File: src/rtl/addr_seq_pkg.sv
// Shared constants and state type for the address/control sequencer that
// feeds in_0 of the downstream 2:1 address/control mux.
package addr_seq_pkg;

  localparam int AW       = 12;
  localparam int CW       = 12;
  localparam int BUS_W    = AW + 2;

  localparam int ADDR_LSB = 0;
  localparam int EN_BIT   = 12;
  localparam int WE_BIT   = 13;

  localparam logic [1:0] SEL_SEQ = 2'b01;
  localparam logic [1:0] SEL_EXT = 2'b00;

  typedef enum logic [1:0] {
    IDLE  = 2'd0,
    RUN   = 2'd1,
    DRAIN = 2'd2
  } state_e;

endpackage

File: src/rtl/addr_seq.sv
// Burst address sequencer: claims the memory bus via the mux select, issues
// consecutive addresses with en/we, then releases the bus and pulses done.
module addr_seq
  import addr_seq_pkg::*;
(
  input  logic             clk,
  input  logic             rst,
  input  logic             start,
  input  logic [AW-1:0]    base_addr,
  input  logic [CW-1:0]    length,
  input  logic             write_mode,
  input  logic             stall,
  output logic [BUS_W-1:0] seq_bus,
  output logic [1:0]       bus_sel,
  output logic             busy,
  output logic             done,
  output logic [1:0]       dbg_state
);

  state_e           state_q, state_d;
  logic [AW-1:0]    base_q, base_d;
  logic [CW-1:0]    len_q, len_d;
  logic [CW-1:0]    cnt_q, cnt_d;
  logic             mode_q, mode_d;
  logic [BUS_W-1:0] bus_q, bus_d;
  logic [1:0]       sel_q, sel_d;
  logic             busy_q, busy_d;
  logic             done_q, done_d;

  always_comb begin
    state_d = state_q;
    base_d  = base_q;
    len_d   = len_q;
    cnt_d   = cnt_q;
    mode_d  = mode_q;
    bus_d   = bus_q;
    sel_d   = sel_q;
    busy_d  = busy_q;
    done_d  = 1'b0;

    case (state_q)
      IDLE: begin
        bus_d  = '0;
        sel_d  = SEL_EXT;
        busy_d = 1'b0;
        if (start) begin
          if (length != '0) begin
            state_d = RUN;
            base_d  = base_addr;
            len_d   = length;
            mode_d  = write_mode;
            cnt_d   = '0;
            sel_d   = SEL_SEQ;
            busy_d  = 1'b1;
          end else begin
            done_d = 1'b1;
          end
        end
      end

      RUN: begin
        // Address field holds its last value whenever no word is issued.
        bus_d[EN_BIT] = 1'b0;
        bus_d[WE_BIT] = 1'b0;
        if (cnt_q == len_q) begin
          state_d = DRAIN;
        end else if (!stall) begin
          bus_d[ADDR_LSB +: AW] = base_q + cnt_q;
          bus_d[EN_BIT]         = 1'b1;
          bus_d[WE_BIT]         = mode_q;
          cnt_d                 = cnt_q + 1'b1;
        end
      end

      DRAIN: begin
        state_d = IDLE;
        bus_d   = '0;
        sel_d   = SEL_EXT;
        busy_d  = 1'b0;
        done_d  = 1'b1;
      end

      default: begin
        state_d = IDLE;
        bus_d   = '0;
        sel_d   = SEL_EXT;
        busy_d  = 1'b0;
      end
    endcase
  end

  always_ff @(posedge clk) begin
    if (rst) begin
      state_q <= IDLE;
      base_q  <= '0;
      len_q   <= '0;
      cnt_q   <= '0;
      mode_q  <= 1'b0;
      bus_q   <= '0;
      sel_q   <= SEL_EXT;
      busy_q  <= 1'b0;
      done_q  <= 1'b0;
    end else begin
      state_q <= state_d;
      base_q  <= base_d;
      len_q   <= len_d;
      cnt_q   <= cnt_d;
      mode_q  <= mode_d;
      bus_q   <= bus_d;
      sel_q   <= sel_d;
      busy_q  <= busy_d;
      done_q  <= done_d;
    end
  end

  assign seq_bus   = bus_q;
  assign bus_sel   = sel_q;
  assign busy      = busy_q;
  assign done      = done_q;
  assign dbg_state = state_q;

endmodule
File: config.mk
export PLATFORM = sky130hd
export DESIGN_NAME = addr_seq
export DESIGN_NICKNAME = d
export VERILOG_FILES = /design/src/rtl/addr_seq_pkg.sv /design/src/rtl/addr_seq.sv
export SDC_FILE = /design/constraint.sdc
export NUM_CORES = 1
export LEC_CHECK = 0
export ABC_CLOCK_PERIOD_IN_PS = 3000
export BUFFER_PORTS_ARGS = -buffer_cell sky130_fd_sc_hd__buf_2
export CAP_MARGIN = 20
export CELL_PAD_IN_SITES_DETAIL_PLACEMENT = 0
export CELL_PAD_IN_SITES_GLOBAL_PLACEMENT = 1
export CORE_UTILIZATION = 35
export CTS_BUF_LIST = sky130_fd_sc_hd__clkbuf_4 sky130_fd_sc_hd__clkbuf_8 sky130_fd_sc_hd__clkbuf_16
export DETAILED_ROUTE_END_ITERATION = 7
export HOLD_SLACK_MARGIN = 0.08
export PLACE_DENSITY = 0.8
export SLEW_MARGIN = 20
export SYNTH_ARGS = -nofsm -noshare
export SYNTH_HDL_FRONTEND = slang
export SYNTH_SLANG_ARGS = --single-unit
export TNS_END_PERCENT = 1
File: constraint.sdc
create_clock -name clk -period 3 [get_ports clk]
set_clock_uncertainty 0.05 [all_clocks]
set_input_delay 0.15 -clock clk [delete_from_list [all_inputs] [get_ports clk]]
set_output_delay 0.15 -clock clk [all_outputs]
set_load 0.05 [all_outputs]
==> key figures <==
Pwr
  – Leakage: around 1.6 nW
  – Final Power: between 1.5 and 2 mW
  – Cell area power density: 469 nW/um^2
  – Max IR drop VDD: about 0.2 mV

Yosys
  – Avg Cell Area, Syn: roughly 8 sq um
  – Area share of fa/ha/maj cells after synthesis: under 10%
  – Main synth FF type: dfxtp_1
  – Post-synthesis compound-gate area fraction: 21.5%
  – Distinct cells, synth: between 50 and 60
  – Area leader, netlist: dfxtp_1
  – Post-synth EDFFs: 0
  – Synth area leaders: dfxtp_1, nand2_1, a21oi_1
  – Sequential-to-total area share from yosys stat: between 30% and 40%
  – Post-synth net total: 400
  – FFs w/ async S/R, synth: 0%
  – Mux share of post-synthesis cell area: 0.684%
  – Simple logic cell fraction of the synthesized area: 23.8%
  – Yosys top cell area share: 37.6%
  – Syn Inst Count: between 300 and 400
  – Cell Area, Synth: 2930 sq um
  – Synth Register Bits: 55
  – Post-Synth XOR/XNOR Area: 5.38%
  – Yosys warnings: 0
  – Main combinational cell family by area after synthesis: simple AND/OR/NAND/NOR gates

Worst setup path
  – Maximum fanout along the worst path: 6
  – Critical path startpoint category: flip-flop
  – FF-to-FF End: seq_bus[10]
  – Worst setup EP type: flip-flop
  – Critical path class: flip-flop to flip-flop
  – R2r startpoint: cnt_q[0]
  – Critical path data arrival time: 2.42 ns
  – FF-to-FF setup slack: 0.73 ns
  – Critical path origin: cnt_q[0]
  – Worst-case reg-to-reg path depth: 7
  – Critical path required time: between 3 and 4 ns

Route
  – Residual DRC: 0
  – Iter 0 DRT Violations: 100
  – First-pass DRT Iterations: 4
  – Routed Antenna Nets: 0
  – WL per Instance: between 10 and 15 um
  – Avg Vias per Cell: 5.08
  – Routed wire length: around 7 mm
  – Vias: 2660

Placed design
  – Gpl congestion: 0.812
  – Placed cell area: 3220 sq um
  – Total placed cells including tap cells: approximately 490
  – IO buf count: 47
  – Final HPWL DP: about 5.1 mm

Final layout
  – Layout Cells excl Fill: approximately 520
  – Final Cell Area: between 3000 and 4000 sq um
  – # diodes: 0
  – Share of layout cells above drive strength 1: 16.6%
  – Fill cells: roughly 810
  – Layout net count: between 400 and 500
  – Most frequent cells in the layout: nand2_1, dfxtp_1, buf_2
  – Commonest non-fill, non-tap cell in the layout: nand2_1
  – Area Growth Syn to Fin: 22.0%

STA
  – Hold Slack: roughly 0.12 ns
  – Slew margin rel.: 45.9%
  – Post-layout min period: between 2 and 2.5 ns
  – Actual slew at the worst max-slew pin: between 0.8 and 0.9 ns
  – RSZ-0062 raised after global routing: false
  – F_max: 0.440 GHz
  – Crit share post-route: between 70% and 80%
  – Hold Fails Final Rpt: 0
  – Setup violators final: 0
  – Setup TNS: 0 ns
  – Slew Viols, Final: 0

Clock network
  – CTS Buf Count: 5
  – TritonCTS clock tree: built
  – CTS H-tree depth: 2
  – Clock transition at path regs: around 0.11 ns
  – Total of cells resized after clock tree synthesis: 0
  – Max Root-Sink Buffers: 2
  – Clock Latency Late Sink: around 0.31 ns
  – Clock sink count: 55
  – Root buf cell: clkbuf_8

Job
  – Max-cap violations: 0

Run status
  – Status: finished, final reports clean

Worst hold path
  – Hold EP: len_q[0]
  – Hold Path Stages: 3
  – Min-Delay Path Class: primary input to flip-flop
  – Hold path start: length[0]

GRT
  – Largest net degree at the start of global routing: 34
  – GRT Total Usage: 17.0%
  – Vias in the first global route: ~2400
  – Total gr overflow: 0
  – Initial antenna violation count: 0
  – First-pass GRT wire length: ~12 mm

Floorplan
  – Die extent in y: just over 90 um
  – Rows: 32
  – Die X: about 93 um
  – Die ar.: between 8000 and 9000 sq um
  – Starting density of the core: 36.9%
  – Core Area: between 7000 and 8000 sq um
  – Num ports: between 40 and 50
[stage by stage]
stage / setup slack, ns / utilization, %
floorplan: 0.942 / -
global placement: 0.811 / 40.6
detailed placement: 0.758 / 40.6
CTS: 0.730 / 45.0
global route: 0.652 / 45.0
finish: 0.726 / 45.0
[synthesized netlist by cell type (2+ instances only)]
master and number:
mux2i_1 2, nor4_1 6, a211oi_1 2, or3_1 2, inv_1 9, clkbuf_1 8, nor2_1 13, a31oi_1 4
nor3_1 9, nand4_1 3, o21a_1 2, a21o_1 7, and2_1 4, xnor2_1 4, ha_1 12, xor2_1 14
buf_4 3, nand2_1 67, buf_6 3, o21ai_1 9, buf_2 6, nor2b_1 2, o21ai_0 5, a21oi_1 46
nand3_1 11, o211a_1 2, nand2b_1 5, nor4_2 2, nor3b_1 2, and3_1 13, dfxtp_1 55, o211ai_1 6
[sequential cells by signal, indices dropped and copies added, names as in the netlist]
name	count
seq_bus	14
base_q	12
cnt_q	12
len_q	12
dbg_state	2
bus_sel	1
done	1
mode_q	1
[cell type report]
cell class / count / area, sq um / share of cell area (%)
Sequential cell: 55 / 1100 / 30.8
Inverter: 9 / 33.8 / 0.946
Timing Repair Buffer: 76 / 513 / 14.4
Multi-Input combinational cell: 274 / 1680 / 47.1
Clock inverter: 3 / 43.8 / 1.23
Clock buffer: 5 / 68.8 / 1.93
Tap cell: 102 / 128 / 3.57
[worst max-delay path by stage]
stage,end,depth (start not counted)
2_1_floorplan,seq_bus[10],7
3_3_place_gp,seq_bus[10],7
3_5_place_dp,seq_bus[10],7
4_1_cts,seq_bus[10],7
5_1_grt,seq_bus[8],7
6_report,seq_bus[10],7
[worst max-delay path, cell delays in order, from the launching register on]
cell and delay, ns:
dfxtp_1 0.38, ha_1 0.25, fa_1 0.42, a21o_1 0.24, a2111oi_2 0.47, nor4_1 0.10, nor3_1 0.18, o21ai_1 0.07
[per-layer routing]
metal  track usage (%)  share of wire (%)  up-vias
met3              3.01                4.8        8
met1              23.1                 51     1190
li1                  -                  -     1392
met4              5.13                1.5        0
met5                 0                  0        -
met2              27.4                 43       70
[cell families after synthesis]
| family | after synthesis |
|---|---|
| simple gates | 142 |
| compound gates | 98 |
| flops | 55 |
| buf+inv | 29 |
| xor+xnor | 18 |
| fa+ha+maj | 13 |
| mux | 2 |
| other cells | 1 |
[where the power goes]
part | switching, mW | total (mW) | leakage [nW] | internal [mW]
registers | 0.0297 | 0.799 | 0.448 | 0.770
clock network | 0.259 | 0.508 | 0.0581 | 0.249
logic | 0.236 | 0.368 | 1.07 | 0.132
[what timing repair did]
item	CTS	global route
hold buffers	24	0
endpoints found under the setup margin	0	0
buffers inserted	0	0
hold endpoints to repair	24	0
(Power assumes the default switching activity.)
